<file path="src/rtl/noc_local_arbiter.sv">
// Burst-limited round-robin arbiter that shares one router local injection
// port among NUM_REQ requesters through a single output flit register.
module noc_local_arbiter #(
  parameter int DATA_WIDTH = 216,
  parameter int NUM_REQ    = 4,
  parameter int BURST_LEN  = 8
) (
  input  logic                          clk,
  input  logic                          rst,
  input  logic [NUM_REQ*DATA_WIDTH-1:0] req_data,
  input  logic [NUM_REQ-1:0]            req_valid,
  output logic [NUM_REQ-1:0]            req_busy,
  output logic [DATA_WIDTH-1:0]         out_data,
  output logic                          out_valid,
  input  logic                          out_busy,
  output logic [NUM_REQ-1:0]            grant,
  output logic                          active
);
  localparam int IDX_W = $clog2(NUM_REQ);
  localparam int CNT_W = $clog2(BURST_LEN + 1);
  localparam logic [IDX_W-1:0] LAST_IDX  = IDX_W'(NUM_REQ - 1);
  localparam logic [CNT_W-1:0] BURST_MAX = CNT_W'(BURST_LEN);

  typedef enum logic {IDLE, GRANT} state_t;

  state_t                r_state, w_state_nxt;
  logic [IDX_W-1:0]      r_grant_idx, w_grant_idx_nxt;
  logic [IDX_W-1:0]      r_rr_ptr, w_rr_ptr_nxt;
  logic [CNT_W-1:0]      r_burst_cnt, w_burst_cnt_nxt;
  logic [DATA_WIDTH-1:0] r_out_data;
  logic                  r_out_valid;

  logic                  w_can_load;
  logic                  w_xfer;
  logic                  w_any_req;
  logic [IDX_W-1:0]      w_sel_idx;
  logic [IDX_W-1:0]      w_release_ptr;
  logic [CNT_W-1:0]      w_cnt_inc;
  logic [DATA_WIDTH-1:0] w_sel_data;

  assign w_any_req     = |req_valid;
  assign w_can_load    = !r_out_valid || !out_busy;
  assign w_xfer        = (r_state == GRANT) && req_valid[r_grant_idx] && w_can_load;
  assign w_cnt_inc     = r_burst_cnt + 1'b1;
  assign w_release_ptr = (r_grant_idx == LAST_IDX) ? '0 : r_grant_idx + 1'b1;
  assign w_sel_data    = req_data[r_grant_idx*DATA_WIDTH +: DATA_WIDTH];

  // Scan downward so the candidate closest to rr_ptr is written last and wins.
  always_comb begin
    int               v_pos;
    logic [IDX_W-1:0] v_idx;
    w_sel_idx = r_rr_ptr;
    v_pos     = 0;
    v_idx     = '0;
    for (int k = NUM_REQ - 1; k >= 0; k--) begin
      v_pos = (int'(r_rr_ptr) + k) % NUM_REQ;
      v_idx = IDX_W'(v_pos);
      if (req_valid[v_idx]) w_sel_idx = v_idx;
    end
  end

  always_comb begin
    w_state_nxt     = r_state;
    w_grant_idx_nxt = r_grant_idx;
    w_rr_ptr_nxt    = r_rr_ptr;
    w_burst_cnt_nxt = r_burst_cnt;
    case (r_state)
      IDLE: begin
        if (w_any_req) begin
          w_state_nxt     = GRANT;
          w_grant_idx_nxt = w_sel_idx;
          w_burst_cnt_nxt = '0;
        end
      end
      GRANT: begin
        // A flit that transfers on the same edge valid drops is a transfer, not a release.
        if (w_xfer) begin
          w_burst_cnt_nxt = w_cnt_inc;
          if (w_cnt_inc == BURST_MAX) begin
            w_state_nxt  = IDLE;
            w_rr_ptr_nxt = w_release_ptr;
          end
        end else if (!req_valid[r_grant_idx]) begin
          w_state_nxt  = IDLE;
          w_rr_ptr_nxt = w_release_ptr;
        end
      end
      default: begin
        w_state_nxt = IDLE;
      end
    endcase
  end

  always_ff @(posedge clk or posedge rst) begin
    if (rst) begin
      r_state     <= IDLE;
      r_grant_idx <= '0;
      r_rr_ptr    <= '0;
      r_burst_cnt <= '0;
    end else begin
      r_state     <= w_state_nxt;
      r_grant_idx <= w_grant_idx_nxt;
      r_rr_ptr    <= w_rr_ptr_nxt;
      r_burst_cnt <= w_burst_cnt_nxt;
    end
  end

  // Output flit register: load on a requester transfer, otherwise drain.
  always_ff @(posedge clk or posedge rst) begin
    if (rst) begin
      r_out_valid <= 1'b0;
      r_out_data  <= '0;
    end else if (w_xfer) begin
      r_out_valid <= 1'b1;
      r_out_data  <= w_sel_data;
    end else if (r_out_valid && !out_busy) begin
      r_out_valid <= 1'b0;
    end
  end

  assign active    = (r_state == GRANT);
  assign out_valid = r_out_valid;
  assign out_data  = r_out_data;

  always_comb begin
    grant = '0;
    if (active) grant[r_grant_idx] = 1'b1;
  end

  always_comb begin
    req_busy = '1;
    for (int i = 0; i < NUM_REQ; i++) begin
      if (active && (r_grant_idx == IDX_W'(i)) && w_can_load) req_busy[i] = 1'b0;
    end
  end

endmodule

</file>
<file path="config.mk">
export PLATFORM = sky130hd
export DESIGN_NAME = noc_local_arbiter
export DESIGN_NICKNAME = d
export VERILOG_FILES = /design/src/rtl/noc_local_arbiter.sv
export SDC_FILE = /design/constraint.sdc
export NUM_CORES = 1
export LEC_CHECK = 0
export BUFFER_PORTS_ARGS = -buffer_cell sky130_fd_sc_hd__buf_2
export CORE_AREA = 5 5 429 431
export DETAILED_ROUTE_END_ITERATION = 12
export DIE_AREA = 0 0 434 436
export GPL_TIMING_DRIVEN = 0
export PLACE_DENSITY = 0.3
export SETUP_SLACK_MARGIN = 0.02
export SLEW_MARGIN = 20
export SYNTH_ARGS = -nofsm -noshare
export SYNTH_HDL_FRONTEND = slang
export SYNTH_SLANG_ARGS = --single-unit
</file>
<file path="constraint.sdc">
create_clock -name clk -period 5.6 [get_ports clk]
set_input_delay 0 -clock clk [delete_from_list [all_inputs] [get_ports clk]]
set_output_delay 0 -clock clk [all_outputs]
set_load 0.02 [all_outputs]
</file>
Word level (Yosys, flattened, before mapping)
Index checks and enable logic that the tools add are counted.
W data, S select, Z words.
{"block": "op_classes", "add_sub_neg": 5, "shifts": 1, "magnitude_cmp": 6, "n_mul": 1, "mux": 35, "eq_ne": 8, "reduce_logical": 21, "n_bitwise": 1}
{"operator": "$shiftx A864 B11 Y216", "n": 1}
{"operator": "$mux W1", "n": 16}
{"operator": "$mux W2", "n": 8}
{"operator": "$lt A2 B3 Y1 const B", "n": 5}
{"operator": "$logic_and A1 B1 Y1", "n": 12}
{"operator": "$mux W4", "n": 3}
{"operator": "$bmux W1 S2", "n": 5}
{"operator": "$pmux W4 S2", "n": 1}
{"operator": "$mul A2 B5 Y7 const B", "n": 1}
{"operator": "$add A2 B1 Y2 const B", "n": 2}
{"operator": "$add A2 B2 Y2 const B", "n": 2}
{"operator": "$add A4 B1 Y4 const B", "n": 1}
{"operator": "$eq A2 B2 Y1 const B", "n": 2}
{"operator": "$eq A4 B4 Y1 const B", "n": 1}
{"operator": "$ne A2 B1 Y1 const B", "n": 2}
{"operator": "$ne A2 B2 Y1 const B", "n": 2}
{"operator": "$reduce_and A2 Y1", "n": 2}
{"operator": "$reduce_or A4 Y1", "n": 1}
{"operator": "$reduce_and A3 Y1", "n": 1}
{"operator": "$demux W1 S2", "n": 1}
{"operator": "$eq A2 B1 Y1 const B", "n": 1}
{"operator": "$ge A2 B1 Y1 const B", "n": 1}
{"operator": "$logic_not A1 Y1", "n": 2}
{"operator": "$logic_not A2 Y1", "n": 1}
{"operator": "other kinds (4)", "n": 4}
{"block": "word_totals", "reg_bits": 226, "input_bits": 871, "output_inout_bits": 226, "elab_cells": 84}

Depth between registers and ports, before layout
Gate-level depths: netlist of the first run.
{"block": "logic_depth", "depth_word": 7, "ltp_mapped": 7, "mapped_depth_nobuf": 5}

Least setup slack after synthesis of the first run
No wires, ideal clock.
{"block": "synth_path", "kind": "register to register", "from": "register r_grant_idx[0]", "to": "register r_out_data[14] (netlist: out_data[14])", "path_slack_ns": 3.595, "period_less_slack_ns": 2.005, "arrival_time_ns": 1.877, "t_required_ns": 5.472, "path_stages_with_launch": 6, "setup_ns": 0.128, "n_path_buf": 3, "path_cell_list": "dfrtp_1 > clkbuf_1 > buf_2 > buf_2 > mux4_2 > mux2_1"}
{"block": "synth_between", "elab_chain_cells": 4, "word_cells_on_any_way": 6, "classes_between": "mul (1); shift (1); mux (2); reduce/logical (2)"}
{"item": "start: declaration", "line_no": "27", "source": "logic [IDX_W-1:0] r_grant_idx, w_grant_idx_nxt;"}
{"item": "start signal: assignment", "line_no": "102", "source": "r_grant_idx <= w_grant_idx_nxt;"}
{"item": "branches (longest 4 deep; another with $mul A2 B5 Y7)"}
{"item": "end signal: assignment", "line_no": "115", "source": "r_out_data <= w_sel_data;"}
{"item": "end: declaration", "line_no": "30", "source": "logic [DATA_WIDTH-1:0] r_out_data;"}
Several ways; the timed one is not identified. The select of a mux whose other input is x is not followed.
A chain may end at the register's enable or synchronous reset.

Final worst setup path of the first run
{"block": "layout_path", "from": "register r_grant_idx[1]", "to": "register r_out_data[100] (netlist: out_data[100])"}
Same word-level chain as after synthesis.

==> impl_metrics.json, run 1 <==
{
  "vias": 15800,
  "grt_pass1_wl_um": 171000,
  "clockPowerShare": 0.166,
  "multi_input_area_um2": 7740,
  "path_common_cell": "buf_2",
  "finalClockSkew_ns": 0.0415,
  "cts_buffers": 36,
  "startpoint_type": "flop",
  "drc": 0,
  "post-route-util": 0.157,
  "clock_sinks": 226,
  "period_minus_slack_ns": 3.80,
  "vdd_drop_max_mv": 0.203,
  "die-area_um2": 189000,
  "drv_cap": 0,
  "rows": 156,
  "die_w_um": 434,
  "gr-total-overflow": 0,
  "fp.dieH_um": 436,
  "power_frac_seq": 0.211,
  "antenna_found_initial": 165,
  "clkTransAtPathRegs_ns": 0.05,
  "avgRoutedWirePerCell_um": 28.4,
  "crit_fanout": 11,
  "place_area_um2": 22500,
  "cts_max_level": 2,
  "rsz0062_at_grt": "no",
  "grt_max_degree": 30,
  "slew_headroom": 0.291,
  "syn-cell-area_um2": 13800,
  "worstPathRequired_ns": 6.06,
  "ant_nets": 0,
  "final_cells": 4823,
  "setup_tns_ns": 0,
  "drv_slew": 0,
  "hold_viol": 0,
  "yosys_warnings": 0,
  "max_stage_delay_ns": 0.79,
  "total_power_mw": 14.1,
  "path_cells": "buf_2 -> buf_2 -> clkbuf_1 -> mux4_2 -> dlygate4sd3_1 -> mux2_1",
  "setup_viol": 0,
  "postCtsSetupBuffers": 0,
  "ys.flop_type": "dfrtp_1",
  "p_switching_mw": 5.94,
  "grt_pass1_vias": 16600,
  "seq_area_um2": 5660,
  "routed_wl_um": 137000,
  "yosys_register_bits": 226,
  "yosysUniqueCellTypes": 32,
  "power_frac_comb": 0.623,
  "syn_nets": 1678,
  "post_synth.cell_area_avg_um2": 17.2,
  "cts_buffer_depth": 3,
  "crit_arrival_ns": 4.26,
  "coreArea_um2": 180000,
  "worstHoldStart": "req_data[545]",
  "fin_ws_ns": 1.80,
  "pin_count": 1097,
  "clk_latency_ns": 0.62,
  "status": "finished clean",
  "first_iter_violations": 796,
  "place_hpwl_um": 121000,
  "worstMarginPinSlew_ns": 1.06,
  "critPathLaunch": "r_grant_idx[1]",
  "grt_usage": 0.139,
  "pre_cts_slack_ns": 2.11,
  "p_int_mw": 8.20,
  "fillCellCount": 20200,
  "portBuffers": 1096,
  "rr_startpoint": "r_grant_idx[1]",
  "clockRootBuffer": "clkbuf_16",
  "crit_family": "buffers and inverters",
  "critPathBufInv": 4,
  "initial_utilization": 0.0768,
  "dr.pass1.iters": 5,
  "timing.fmax_ghz": 0.263,
  "drive_gt1_frac": 0.625,
  "syn2layout_area_growth_pct": 104,
  "gp_congestion": 0.959,
  "path_class": "flop to flop",
  "hold_class": "input port to flop",
  "cts_tree": "done",
  "endpoint_kind": "flop",
  "synth_seq_area_share": 0.410,
  "async_flop_share": 1.00,
  "design_area_um2": 28200,
  "syn_inst": 801,
  "vias_per_cell": 3.27,
  "timing.hold.ws_ns": 0.352,
  "synth_edf_count": 0,
  "post-route-period-util": 0.679,
  "dp_cells": 4278,
  "leakagePower_nw": 12.1,
  "crit_slowest_cell": "clkbuf_1",
  "netSwitchingFraction": 0.420,
  "powerDensity_nw_per_um2": 502,
  "nets": 3267
}
==> registers in the layout (all words and copies together) (netlist names) <==
name and count:
r_grant_idx 2, r_burst_cnt 4, r_rr_ptr 2, out_data 216
out_valid 1, active 1
==> cell type report <==
type	instances	area share
antenna	40	0.00355
buffer	74	0.0137
clock buffer	54	0.0365
clock inverter	7	0.00532
inverter	7	0.00106
multi-input combinational	494	0.275
sequential	226	0.201
tap	2370	0.105
timing repair buffer	1551	0.359
==> power groups by stage <==
stage,combinational (mW),clock [mW],sequential (mW)
6_report,8.81,2.35,2.98
5_1_grt,9.38,2.55,3.08
4_1_cts,9.04,2.51,2.98
3_5_place_dp,7.75,0,3.00
3_3_place_gp,7.72,0,2.99
2_1_floorplan,3.57,0,3.94
==> synth_stat cells (2+ instances only) <==
library cell / instances / share of area
mux2_1: 139 / 0.11
ha_1: 6 / 0.0054
a21oi_1: 3 / 0.0011
nor3b_1: 3 / 0.0016
nor2_1: 2 / 0.00054
nand2_1: 11 / 0.0030
nand3_1: 5 / 0.0018
o21ai_0: 7 / 0.0025
dfrtp_1: 226 / 0.41
clkbuf_1: 25 / 0.0068
inv_1: 7 / 0.0019
buf_4: 17 / 0.0092
a21boi_0: 3 / 0.0016
buf_2: 31 / 0.011
mux4_2: 217 / 0.35
and2_1: 4 / 0.0018
mux2_2: 79 / 0.064
o22ai_1: 2 / 0.00091
==> cells by family (layout without fill, tap and decap cells) <==
family	count (synthesis)	after routing	synth area share
compound gates	23	23	0.0112
xor+xnor	1	1	0.000635
fa+ha+maj	6	6	0.00544
buf+inv	81	1693	0.0295
flops	226	226	0.410
mux	435	435	0.532
other cells	0	40	0
simple gates	29	29	0.0113
==> final timing paths <==
| check | to | cells past startpoint | slack, ns |
|---|---|---|---|
| setup / recovery | out_data[100] | 6 | 1.80 |
| hold / removal | out_data[113] | 4 | 0.35 |
| setup reg to reg | out_data[100] | 6 | 1.80 |
| hold reg to reg | out_data[108] | 1 | 0.48 |
| max in group asynchronous | out_data[6] | 8 | 3.78 |
| min in group asynchronous | out_data[42] | 4 | 0.57 |
==> metal layers <==
layer | vias up | track usage | wire length, um
li1 | 6554 | - | -
met1 | 8016 | 0.148 | 48600
met2 | 833 | 0.257 | 71100
met3 | 299 | 0.0561 | 13200
met4 | 76 | 0.0275 | 3390
met5 | - | 0 | 532
==> tightest hold or removal path: cells and delay by family <==
family	cells	cell delay, ns
buf+inv	2	0.60
mux	2	0.32
==> layout by cell type, fill, tap and decap left out, types with 3 or more instances in the layout <==
cell           synthesis  final
mux4_2               217    217
buf_4                 17     18
buf_2                 31   1128
buf_12                 0     10
dfrtp_1              226    226
inv_1                  7      6
a21boi_0               3      3
nor3b_1                3      3
and2_1                 4      4
diode_2                0     40
clkbuf_1              25     33
o21ai_0                7      7
clkbuf_2               0      4
dlygate4sd3_1          0    444
clkbuf_16              0     36
ha_1                   6      6
nand3_1                5      5
a21oi_1                3      3
clkbuf_8               0      6
mux2_2                79     79
mux2_1               139    139
nand2_1               11     11
==> what timing repair did <==
| action | in CTS | in global routing |
|---|---|---|
| endpoints found under the hold margin | 319 | 0 |
| hold buffers | 444 | 0 |
| resized for setup | 0 | 0 |
Note: power is estimated with default switching activity, not from simulation.
==> run 2, diff against run 1 <==
==> constraint.sdc (replaced) <==
create_clock -name clk -period 3.1 [get_ports clk]
set_input_delay 0 -clock clk [delete_from_list [all_inputs] [get_ports clk]]
set_output_delay 0 -clock clk [all_outputs]
set_load 0.02 [all_outputs]
==> impl_metrics.json, run 2 (synthesis gave the netlist of run 1 again) <==
{
  "powerDensity_nw_per_um2": 801,
  "clkTransAtPathRegs_ns": 0.06,
  "period_minus_slack_ns": 2.94,
  "total_power_mw": 24.8,
  "cts_tree": "done",
  "crit_arrival_ns": 3.40,
  "dr.pass1.iters": 4,
  "worstPathRequired_ns": 3.57,
  "syn2layout_area_growth_pct": 125,
  "grt_max_degree": 30,
  "clock_sinks": 226,
  "first_iter_violations": 864,
  "largest_reg_flops": 216,
  "rsz0062_at_grt": "no",
  "clk_latency_ns": 0.62,
  "cts_max_level": 2,
  "endpoint_kind": "flop",
  "grt_pass1_vias": 18300,
  "rows": 156,
  "setup_viol": 0,
  "clockRootBuffer": "clkbuf_16",
  "grt_usage": 0.141,
  "cts_buffer_depth": 3,
  "drc": 0,
  "pre_cts_slack_ns": -0.395,
  "leakagePower_nw": 13.3,
  "final_common_cell": "buf_2",
  "avgRoutedWirePerCell_um": 27.1,
  "finalClockSkew_ns": 0.0425,
  "startpoint_type": "flop",
  "vdd_drop_max_mv": 0.369,
  "crit_fanout": 11,
  "pin_count": 1097,
  "vias_per_cell": 3.30,
  "post-route-period-util": 0.947,
  "worstMarginPinSlew_ns": 0.941,
  "final_cells": 5111,
  "gr-total-overflow": 0,
  "slew_headroom": 0.372,
  "nets": 3536,
  "path_class": "flop to flop",
  "grt_pass1_wl_um": 176000,
  "die_w_um": 434,
  "dp_cells": 4278,
  "fillCellCount": 20000,
  "initial_utilization": 0.0768,
  "fin_ws_ns": 0.164,
  "routed_wl_um": 139000,
  "ant_nets": 0,
  "portBuffers": 1096,
  "vias": 16900,
  "cts_buffers": 36,
  "drive_gt1_frac": 0.563,
  "hold_viol": 0,
  "gp_congestion": 0.959,
  "hold_class": "input port to flop",
  "coreArea_um2": 180000,
  "fp.dieH_um": 436,
  "antenna_found_initial": 154,
  "status": "finished clean",
  "most-common-layout-cells": "buf_2 (1118), dlygate4sd3_1 (715), dfrtp_1 (226), mux4_2 (217), mux2_1 (139)",
  "timing.fmax_ghz": 0.341,
  "place_hpwl_um": 121000,
  "drv_cap": 0,
  "die-area_um2": 189000,
  "drv_slew": 0
}
run 2: path summary, 6_finish.rpt:
check	from	to	slack [ns]	cells past startpoint
setup / recovery	r_grant_idx[1]	out_data[161]	0.16	5
hold / removal	req_data[646]	out_data[214]	0.02	3
setup reg to reg	r_grant_idx[1]	out_data[161]	0.16	5
hold reg to reg	out_data[28]	out_data[28]	0.48	1
max in group asynchronous	rst	out_data[168]	1.24	8
min in group asynchronous	rst	out_data[33]	0.60	4
run 2: power breakdown:
group,leakage (nW),switching (mW),total (mW),internal [mW]
sequential,2.66,0.855,5.38,4.53
clock,0.567,1.79,4.26,2.47
combinational,10.0,8.10,15.2,7.06
run 2: critical path, stage by stage, from the launching register on:
cell           delay (ns)
dfrtp_1              0.44
buf_4                0.38
clkbuf_1             0.62
mux4_2               0.48
mux2_2               0.29
dlygate4sd3_1        0.56
run 2: final cells by class:
| cell class | instances | area, um^2 | share of cell area |
|---|---|---|---|
| antenna | 59 | 148 | 0.00476 |
| buffer | 72 | 408 | 0.0132 |
| clock buffer | 54 | 1030 | 0.0332 |
| clock inverter | 7 | 150 | 0.00485 |
| inverter | 7 | 30.0 | 0.000969 |
| multi-input combinational | 494 | 7750 | 0.250 |
| sequential | 226 | 5660 | 0.183 |
| tap | 2370 | 2970 | 0.0957 |
| timing repair buffer | 1822 | 12800 | 0.415 |
run 2: metrics by stage:
step / utilization / TNS [ns] / instance area [um^2] / hold WS (ns)
after floorplan: - / 0 / 13800 / 0.210
after global placement: 0.124 / -634.36 / 22300 / 0.428
after detailed placement: 0.125 / -5.17 / 22500 / 0.0882
after CTS: 0.171 / 0 / 30800 / 0.0181
after global routing: 0.172 / 0 / 30900 / 0.0235
final: 0.172 / 0 / 31000 / 0.0204
run 2: metal layers:
metal	wire length (um)	share of wire	track usage	vias up
met5	429	0.0031	0	-
met4	3490	0.025	0.0309	62
met3	11100	0.080	0.0456	262
met2	72200	0.52	0.261	858
met1	51400	0.37	0.156	8580
li1	-	-	-	7106
run 2: what timing repair did:
| action | 4_1_cts | 5_1_grt |
|---|---|---|
| buffers inserted | 0 | 0 |
| cloned | 0 | 0 |
| resized for setup | 6 | 12 |
| setup endpoints to repair | 51 | 53 |
| hold buffers | 715 | 0 |
| pin swaps | 0 | 0 |
| endpoints found under the hold margin | 319 | 0 |
